### config.mk
export PLATFORM = sky130hd
export DESIGN_NAME = serv_ava
export DESIGN_NICKNAME = d
export VERILOG_FILES = /design/src/rtl/serv_ava.sv
export SDC_FILE = /design/constraint.sdc
export NUM_CORES = 1
export LEC_CHECK = 0
export BUFFER_PORTS_ARGS = -buffer_cell sky130_fd_sc_hd__clkbuf_2
export CORE_MARGIN = 1.5
export CORE_UTILIZATION = 35
export DETAILED_ROUTE_END_ITERATION = 16
export SLEW_MARGIN = 0
export SYNTH_ARGS = -nofsm -noshare
export SYNTH_HDL_FRONTEND = slang
export SYNTH_SLANG_ARGS = --single-unit
### constraint.sdc
create_clock -name i_clk -period 11.17 [get_ports i_clk]
set_input_delay 2.234 -clock i_clk [delete_from_list [all_inputs] [get_ports i_clk]]
set_output_delay 2.234 -clock i_clk [all_outputs]
set_load 0.03 [all_outputs]
### src/rtl/serv_ava.sv
// serv_ava: multi-cycle AVA responder for avg/avgr/absd/minu/maxu and iterative cpop/clz/ctz.
// Define SERV_AVA_EARLY_EXIT_EN to let the count ops leave BUSY as soon as the result is settled.
module serv_ava #(
  parameter int STEP           = 4,
  parameter     RESET_STRATEGY = "MINI"
) (
  input  logic        i_clk,
  input  logic        i_rst,
  input  logic        i_ava_valid,
  input  logic [2:0]  i_ava_funct3,
  input  logic [31:0] i_ava_rs1,
  input  logic [31:0] i_ava_rs2,
  output logic [31:0] o_ava_rd,
  output logic        o_ava_ready
);
  localparam logic [1:0] IDLE  = 2'd0;
  localparam logic [1:0] BUSY  = 2'd1;
  localparam logic [1:0] DONE  = 2'd2;
  localparam logic [1:0] DRAIN = 2'd3;
  localparam logic [5:0] LAST  = 6'(32 / STEP - 1);
  localparam bit         RST_DP = RESET_STRATEGY != "NONE";
  logic [1:0]  r_state;
  logic [2:0]  r_funct3;
  logic [31:0] r_a, r_b, r_rd;
  logic [5:0]  r_cnt, r_acc;
  logic        r_found;
  logic        w_cpop, w_clz, w_count, w_last, w_early, w_exit, w_found;
  logic [5:0]  w_acc;
  logic [31:0] w_src, w_a_nxt, w_absd, w_arith;
  logic [32:0] w_sum;
  assign w_cpop  = r_funct3 == 3'b101;
  assign w_clz   = r_funct3 == 3'b110;
  assign w_count = r_funct3[2] & |r_funct3[1:0];
  assign w_sum   = {1'b0, r_a} + {1'b0, r_b} + {32'd0, r_funct3[0]};
  assign w_absd  = r_a >= r_b ? r_a - r_b : r_b - r_a;
  assign w_arith = !r_funct3[2] && !r_funct3[1] ? w_sum[32:1] :
                   r_funct3 == 3'b010 ? w_absd :
                   r_funct3 == 3'b011 ? (r_a < r_b ? r_a : r_b) :
                   (r_a < r_b ? r_b : r_a);
  // clz walks MSB first: bit-reverse so the low STEP bits are always the next group
  assign w_src   = w_clz ? {<<{r_a}} : r_a;
  assign w_a_nxt = w_clz ? r_a << STEP : r_a >> STEP;
  always_comb begin
    w_acc   = r_acc;
    w_found = r_found;
    for (int i = 0; i < STEP; i++) begin
      w_acc   = w_acc + {5'd0, w_cpop ? w_src[i] : !w_found && !w_src[i]};
      w_found = w_found | w_src[i];
    end
  end
  assign w_last = r_cnt == LAST;
`ifdef SERV_AVA_EARLY_EXIT_EN
  assign w_early = w_cpop ? w_a_nxt == '0 : w_found;
`else
  assign w_early = 1'b0;
`endif
  assign w_exit = !w_count | w_last | w_early;
  always_ff @(posedge i_clk)
    if (i_rst) r_state <= IDLE;
    else r_state <= r_state == IDLE ? (i_ava_valid ? BUSY : IDLE) :
                    r_state == BUSY ? (w_exit ? DONE : BUSY) :
                    r_state == DONE ? DRAIN :
                    (i_ava_valid ? DRAIN : IDLE);
  always_ff @(posedge i_clk)
    if (i_rst) begin
      if (RST_DP) begin
        r_funct3 <= '0;
        r_a      <= '0;
        r_b      <= '0;
        r_cnt    <= '0;
        r_acc    <= '0;
        r_found  <= 1'b0;
        r_rd     <= '0;
      end
    end else if (r_state == IDLE && i_ava_valid) begin
      r_funct3 <= i_ava_funct3;
      r_a      <= i_ava_rs1;
      r_b      <= i_ava_rs2;
      r_cnt    <= '0;
      r_acc    <= '0;
      r_found  <= 1'b0;
    end else if (r_state == BUSY) begin
      r_a     <= w_a_nxt;
      r_cnt   <= r_cnt + 6'd1;
      r_acc   <= w_acc;
      r_found <= w_found;
      if (w_exit) r_rd <= w_count ? {26'd0, w_acc} : w_arith;
    end
  assign o_ava_ready = r_state == DONE;
  assign o_ava_rd    = r_rd;
endmodule
# == After elaboration in Yosys (flattened, before gate mapping) ==
# Cells that the tools add are included.
# word_totals
reg_bits,114
out_inout_bits,33
# op_classes
n_addsub,9
n_lt_le_gt_ge,2
n_eq_ne,7
mux,21
bitwise,7
reduce_logical,22
# ops
op,count
$mux 32,10
$sub 32x32->32,2
$add 32x32->33,1
$add 33x1->33,1
$ge 32x32->1,1
$lt 32x32->1,1
$add 6x1->6,4
$logic_not 1->1,11
$mux 2,5
$add 6x1->6 const B,1
$eq 3x2->1 const B,2
$eq 3x3->1 const B,2
$eq 6x3->1 const B,1
$logic_and 1x1->1,6
$mux 1,5
$or 1x1->1,5
$mux 4,1
$reduce_or 2->1,2
$reduce_and 3->1,1
$eq 2x1->1 const B,1
$eq 2x2->1 const B,1
$logic_not 2->1,1
$reduce_bool 2->1,1
$and 1x1->1,1
$not 1->1,1

# == Longest topological paths before layout ==
# Gate-level depths: netlist of run 1.
# depth
ltp_word,10
depth_mapped,18
mapped_depth_nobuf,17

# == Worst setup path before layout of run 1 ==
# No wires, ideal clock.
# synth_path
kind,register to register
start,reg r_a[0]
end,"reg r_rd[29], in the netlist o_ava_rd[29]"
setup_time_ns,0.136
arrival_ns,3.699
t_required_ns,11.034
slack_ns,7.335
stages_incl_launch_ff,16
cell_sequence,dfxtp_1 -> inv_1 -> ha_1 -> nand2b_1 -> nand2b_1 -> fa_1 -> nor2b_1 -> o311ai_2 -> a21oi_1 -> a211o_1 -> a311o_1 -> a311o_1 -> a221o_1 -> a31oi_1 -> xnor2_1 -> o221ai_1
# synth_via
elab_chain_len,6
# synth_lines
item,line,source
"start, declared",24,"logic [31:0] r_a, r_b, r_rd;"
"start signal, assigned",77,r_a <= i_ava_rs1;
"start signal, assigned",83,r_a <= w_a_nxt;
branches (longest 4 deep; another with $add 32x32->33),n/a,
$mux 32 (*),36,assign w_arith = !r_funct3[2] && !r_funct3[1] ? w_sum[32:1] :
$mux 32 (*),87,"if (w_exit) r_rd <= w_count ? {26'd0, w_acc} : w_arith;"
"end signal, assigned",87,
"end, declared",24,
# Mark *: on every way between the ends.
# A chain may end at the register's enable or synchronous reset.

# == Final worst setup path of run 1 ==
# layout_path
start,reg r_a[4]
end,"reg r_rd[24], in the netlist o_ava_rd[24]"
# The elaborated chain is that of the path after synthesis.

==> results of run 1 <==
power groups by stage:
| stage | registers [W] | clock network (W) | logic, W |
|---|---|---|---|
| floorplan | 0.000517 | 0 | 0.000827 |
| CTS | 0.000510 | 0.000580 | 0.00115 |
| detailed placement | 0.000519 | 0 | 0.00114 |
| global route | 0.000518 | 0.000598 | 0.00127 |
| global placement | 0.000516 | 0 | 0.00115 |
| finish | 0.000512 | 0.000575 | 0.00118 |
final timing paths:
check | to | cells past startpoint | slack (ns) | start
worst max-delay path | o_ava_rd[24] | 13 | 6.55 | r_a[4]
worst min-delay path | o_ava_rd[16] | 2 | 0.45 | o_ava_rd[16]
worst max register to register | o_ava_rd[24] | 13 | 6.55 | r_a[4]
worst min register to register | o_ava_rd[16] | 2 | 0.45 | o_ava_rd[16]
logic make-up (layout without fill, tap and decap cells):
kind of cell | after synthesis | after routing | share of synthesized area (%)
AO/OA/AOI/OAI | 500 | 500 | 29.8
XOR/XNOR | 68 | 68 | 5.67
adder cells (fa/ha/maj) | 103 | 103 | 12.6
buffers and inverters | 192 | 244 | 7.19
flip-flops | 114 | 114 | 21.5
multiplexers | 32 | 32 | 3.06
AND/OR/NAND/NOR | 493 | 493 | 20.3
state kept, by name, summed over array words and instances (netlist names):
name / cells
o_ava_rd: 32
r_a: 32
r_b: 32
r_acc: 6
r_cnt: 6
r_funct3: 3
r_state: 2
r_found: 1
worst max-delay path: cells and delay by family (launching register included):
kind | cells | cell delay (ns)
AND/OR/NAND/NOR | 2 | 0.45
flip-flops | 1 | 0.45
buffers and inverters | 2 | 0.60
multiplexers | 1 | 0.25
XOR/XNOR | 1 | 0.65
AO/OA/AOI/OAI | 6 | 1.54
adder cells (fa/ha/maj) | 1 | 0.50
placed cells by master, fill, tap and decap left out, drive strengths merged, types with 6 or more instances in the layout:
| master | count |
|---|---|
| inv | 97 |
| o21ai | 74 |
| a221oi | 9 |
| xnor2 | 56 |
| fa | 6 |
| or3 | 6 |
| o31ai | 10 |
| a221o | 7 |
| a211oi | 40 |
| nand4 | 13 |
| o21a | 7 |
| mux2i | 28 |
| buf | 14 |
| ha | 97 |
| a21oi | 209 |
| nand3 | 26 |
| xor2 | 12 |
| a21o | 21 |
| nand2b | 12 |
| nand2 | 164 |
| a31oi | 15 |
| nor3 | 23 |
| nor2b | 11 |
| and2 | 7 |
| o21bai | 21 |
| o221ai | 6 |
| nor2 | 199 |
| nor4 | 11 |
| o211ai | 13 |
| o22ai | 7 |
| dfxtp | 114 |
| a311oi | 10 |
| clkbuf | 123 |
| a22oi | 9 |
final cells by class:
cell class / count / area, sq um / area share [%]
Multi-Input combinational cell: 1196 / 7620 / 63.7
Sequential cell: 114 / 2280 / 19.1
Timing Repair Buffer: 115 / 608 / 5.09
Tap cell: 390 / 488 / 4.08
Clock buffer: 22 / 484 / 4.05
Inverter: 98 / 368 / 3.08
Clock inverter: 9 / 105 / 0.879
layer usage:
layer  track usage, %  up-vias  wire length [microns]
met5                0        -                      0
met4             10.4        0                   1550
met3             5.28       89                   3810
met2             41.5      552                  18500
met1             37.4     5400                  18900
li1                 -     5380                      -
metrics by stage:
stage                     total power, W  std cells
final                            0.00226       1944
after global routing             0.00239       1944
after CTS                        0.00224       1944
after detailed placement         0.00166       1913
after global placement           0.00167       1913
after floorplan                  0.00134       1502
==> results.toml, run 1 <==
[synthesis]
syn_area_per_cell_sq_um = 7.08
yosys_register_bits = 114
synth_most_common_cell = "a21oi_1"
synthArstFlopShare_pct = 0
synth_common_cells = "a21oi_1, nor2_1, nand2_1, dfxtp_1, ha_1"
yosysTopAreaCell = "dfxtp_1"
synth_top_area_share_pct = 21.5
syn-num-nets = 1675
synth_ff_type = "dfxtp_1"
yosys_warnings = 0
yosys-top-cells-area = "dfxtp_1, ha_1, a21oi_1"
yosysUniqueCellTypes = 75
seq_area_frac_synth_pct = 21.5
syn-cell-area_sq_um = 10600
synth_edf_count = 0
synth_cells = 1502

[floorplan]
coreArea_sq_um = 29800
ioPinCount = 103
die_w_microns = 177
die_h_microns = 177
dieArea_sq_um = 31400
initial_core_util_pct = 35.7
row_count = 63

[global_route]
track_usage_pct = 27.1
overflow = 0
grt_pass1_vias = 10704
grt_pass1_wl_microns = 64600
grt_start_max_net_pins = 84
antenna_found_initial = 0

[clock_tree]
ctsResizeCount = 0
clockRootBuffer = "clkbuf_16"
clkTransAtPathRegs_ns = 0.07
cts-buffers-inserted = 17
cts_setup_buffers = 0
h-tree-depth = 4
numClockSinks = 114
cts_tree = "built"
clk_latency_ns = 0.44
clockBufferDepth = 2
cts-hold-fix-buffers = 0

[timing]
slew_violations = 0
setup_viol = 0
timing.final.crit_share_pct = 41.4
whs_ns = 0.454
tightest_slew_ns = 0.986
tns_ns = 0
period_minus_slack_ns = 4.62
rsz0062_at_grt = "no"
max_slew_margin_pct = 34.2
setup_ws_ns = 6.55
hold_viol = 0
fmax_mhz = 217
clock_skew_ns = 0.0134

[pwr]
p_switching_w = 0.00105
ir_drop_uv = 90.3
combPwrFrac_pct = 52.0
power_leakage_nw = 4.93
switching_share_pct = 46.6
power_frac_seq_pct = 22.6
clockPowerShare_pct = 25.4
p_int_w = 0.00121
p_per_area_nw_per_um2 = 189

[critical_path]
critPathLaunchType = "flop"
crit_required_ns = 11.46
crit_type = "reg2reg"
worstPathMaxFanout = 30
crit_path_max_incr_delay_ns = 0.65
worstPathCellList = "inv_1 -> ha_1 -> a21o_1 -> a21oi_1 -> a21oi_1 -> o2111ai_1 -> nand3_2 -> xnor2_4 -> buf_4 -> mux2i_1 -> nor2_1 -> a221oi_1 -> o21ai_0"
end_kind = "flop"
cp.arrival_ns = 4.91
cp_common_cell = "a21oi_1"
worst_path_max_delay_cell = "xnor2_4"

[job]
maxCapViolCount = 0

[detailed_routing]
vias = 11421
routed_wirelength_microns = 42700
vias_per_cell = 5.88
wl_per_cell_microns = 22.0
drc = 0
first_pass_iters = 8
drtAntennaViolNets = 0
drt_iter0_markers = 1060

[placement]
placed_cell_area_sq_um = 11400
dp_hpwl_microns = 31900
gp_congestion = 1.02
pre_cts_slack_ns = 6.62
io_buffers = 102

[final_layout]
final_core_util_pct = 40.1
diodes = 0
area_growth_pct = 12.5
final_nets = 1715
num-fill-cells = 3246
fin_area_sq_um = 12000
drive_above_1_share_pct = 11.0

[min_path]
hold_class = "reg2reg"

[status]
status = "finished, final reports clean"
No activity file was read; power rests on OpenSTA's default activity.
==> run 2: changes to the inputs <==
==> constraint.sdc (replaced) <==
create_clock -name i_clk -period 3.8 [get_ports i_clk]
set_input_delay 0.76 -clock i_clk [delete_from_list [all_inputs] [get_ports i_clk]]
set_output_delay 0.76 -clock i_clk [all_outputs]
set_load 0.03 [all_outputs]
==> run 2 against run 1 <==
  * Wire length rose by 5.5%
  * Combinational power grew to 3.4 times the previous value
  * Clock power rose to 3.1 times the previous value
  * Via count up 4.0%
  * Final cell count is 6.7% higher
  * Register-to-register slack got worse by 6.5 ns
  * Setup slack worse by 6.5 ns
  * Non-clock buffer count grew 130
  * Maximum frequency up 23%
  * Worst hold slack worse by 0.0037 ns
  * First-iteration DRC count is 0.38% higher
==> results.toml, run 2 (synthesis results as in run 1) <==
[critical_path]
worstPathCellList = "inv_2 -> ha_4 -> nand2b_4 -> nand2b_4 -> fa_2 -> nor2b_4 -> o311ai_4 -> a21oi_2 -> a211o_1 -> a311o_1 -> a311o_1 -> a221o_1 -> a31oi_2 -> xnor2_1 -> o221ai_1"
worst_path_max_delay_cell = "a221o_1"
crit_path_max_incr_delay_ns = 0.40
ff2ff_setup_slack_ns = 0.05
critPathBufInv = 1
cp.arrival_ns = 4.06
worstPathMaxFanout = 2
crit_family = "compound AO/OA/AOI/OAI gates"
r2r-end = "o_ava_rd[29]"
end_kind = "flop"
r2r_start = "r_a[0]"
crit_type = "reg2reg"
rr_worst_depth = 15
critPathLaunchType = "flop"
crit_required_ns = 4.11

[clock_tree]
clockBufferDepth = 2
cts-hold-fix-buffers = 0
clkTransAtPathRegs_ns = 0.07
cts_tree = "built"
cts-buffers-inserted = 17
clk_latency_ns = 0.44
h-tree-depth = 4
numClockSinks = 114
clockRootBuffer = "clkbuf_16"

[floorplan]
initial_core_util_pct = 35.7
ioPinCount = 103
coreArea_sq_um = 29800
dieArea_sq_um = 31400
row_count = 63
die_h_microns = 177
die_w_microns = 177

[timing]
period_minus_slack_ns = 3.75
timing.final.crit_share_pct = 98.8
max_slew_margin_pct = 36.5
slew_violations = 0
rsz0062_at_grt = "yes"
clock_skew_ns = 0.0159
hold_viol = 0
setup_viol = 0
tightest_slew_ns = 0.953
fmax_mhz = 266

[global_route]
grt_pass1_wl_microns = 67800
overflow = 0
grt_pass1_vias = 11232
grt_start_max_net_pins = 84
track_usage_pct = 28.7
antenna_found_initial = 0

[final_layout]
drive_above_1_share_pct = 18.8
final_cell_mix = "a21oi_1, nor2_1, nand2_1"
diodes = 0
area_growth_pct = 22.9
final_nets = 1845
final_common_cell = "a21oi_1"
fin_area_sq_um = 13100

[status]
status = "finished, final reports clean"

[pwr]
p_per_area_nw_per_um2 = 551
power_leakage_nw = 5.61
p_total_w = 0.00720
ir_drop_uv = 349

[detailed_routing]
first_pass_iters = 6
drt_iter0_markers = 1064
drc = 0
drtAntennaViolNets = 0
vias = 11878
routed_wirelength_microns = 45000
vias_per_cell = 5.73
wl_per_cell_microns = 21.7

[placement]
gp_congestion = 0.959
io_buffers = 102
placed_cell_area_sq_um = 12300
dp_hpwl_microns = 34700

[min_path]
hp-start = "o_ava_rd[16]"
whs_path_depth = 2
hold_end = "o_ava_rd[16]"
hold_class = "reg2reg"

[job]
maxCapViolCount = 0
==> run 2: cell types whose count changed in the layout (fill, tap and decap cells not counted), moves of 2 or more <==
cell / before / now
clkbuf_8: 4 / 1
bufinv_16: 2 / 4
a21oi_2: 1 / 5
a21oi_1: 208 / 204
buf_4: 13 / 140
dfxtp_2: 0 / 3
clkinvlp_4: 4 / 1
ha_1: 97 / 95
buf_6: 0 / 2
nand2b_1: 12 / 10
dfxtp_1: 114 / 111
clkinv_2: 3 / 5
nand2b_4: 0 / 2
==> run 2: layout make-up <==
type                            count  area, sq um
Clock inverter                     11          161
Fill cell                        3128        16700
Tap cell                          390          488
Sequential cell                   114         2290
Timing Repair Buffer              245         1600
Inverter                           98          368
Multi-Input combinational cell   1196         7710
Clock buffer                       20          447
==> run 2: worst max path at each step <==
stage	start	end	slack, ns	cells past startpoint
3_5_place_dp	r_a[0]	o_ava_rd[29]	-0.23	15
3_3_place_gp	r_a[0]	o_ava_rd[29]	-0.17	15
2_1_floorplan	r_a[0]	o_ava_rd[29]	0.03	15
5_1_grt	r_a[0]	o_ava_rd[29]	-0.05	15
6_report	r_a[0]	o_ava_rd[29]	0.05	15
4_1_cts	r_a[0]	o_ava_rd[29]	0.007	15
==> run 2: routing by layer <==
metal	up-vias	global-route usage (%)	routed length (microns)
met5	-	0	0
li1	5640	-	-
met4	0	11.1	1600
met2	526	42.7	19100
met3	88	5.58	3500
met1	5624	40.4	20800
==> run 2: stage by stage <==
| stage | hold slack (ns) | worst slack (ns) | utilization, % | cells | setup TNS [ns] |
|---|---|---|---|---|---|
| final | 0.450 | 0.0468 | 43.8 | 2074 | 0 |
| after global routing | 0.474 | -0.0500 | 43.8 | 2074 | -0.0500 |
| after CTS | 0.448 | 0.00693 | 43.5 | 2068 | 0 |
| after detailed placement | 0.440 | -0.225 | 41.3 | 2035 | -0.351 |
| after global placement | 0.437 | -0.166 | 41.3 | 2035 | -0.256 |
| after floorplan | 0.436 | 0.0288 | - | 1502 | 0 |
==> run 2: what timing repair did <==
action                     CTS  global route
setup buffers                2             6
setup endpoints to repair    4            17
pin swaps                   10             4
gates resized for setup      8            12
==> run 2: report_power, final <==
part / switching [W] / internal (W) / total, W
clock network: 0.000651 / 0.00111 / 0.00176
registers: 0.000100 / 0.00132 / 0.00142
logic: 0.00248 / 0.00154 / 0.00402
==> run 2: tightest hold or removal path, stage by stage (launching register included) <==
cell and delay [ns]:
dfxtp_1 0.31, nand2_1 0.05, nand2_1 0.04
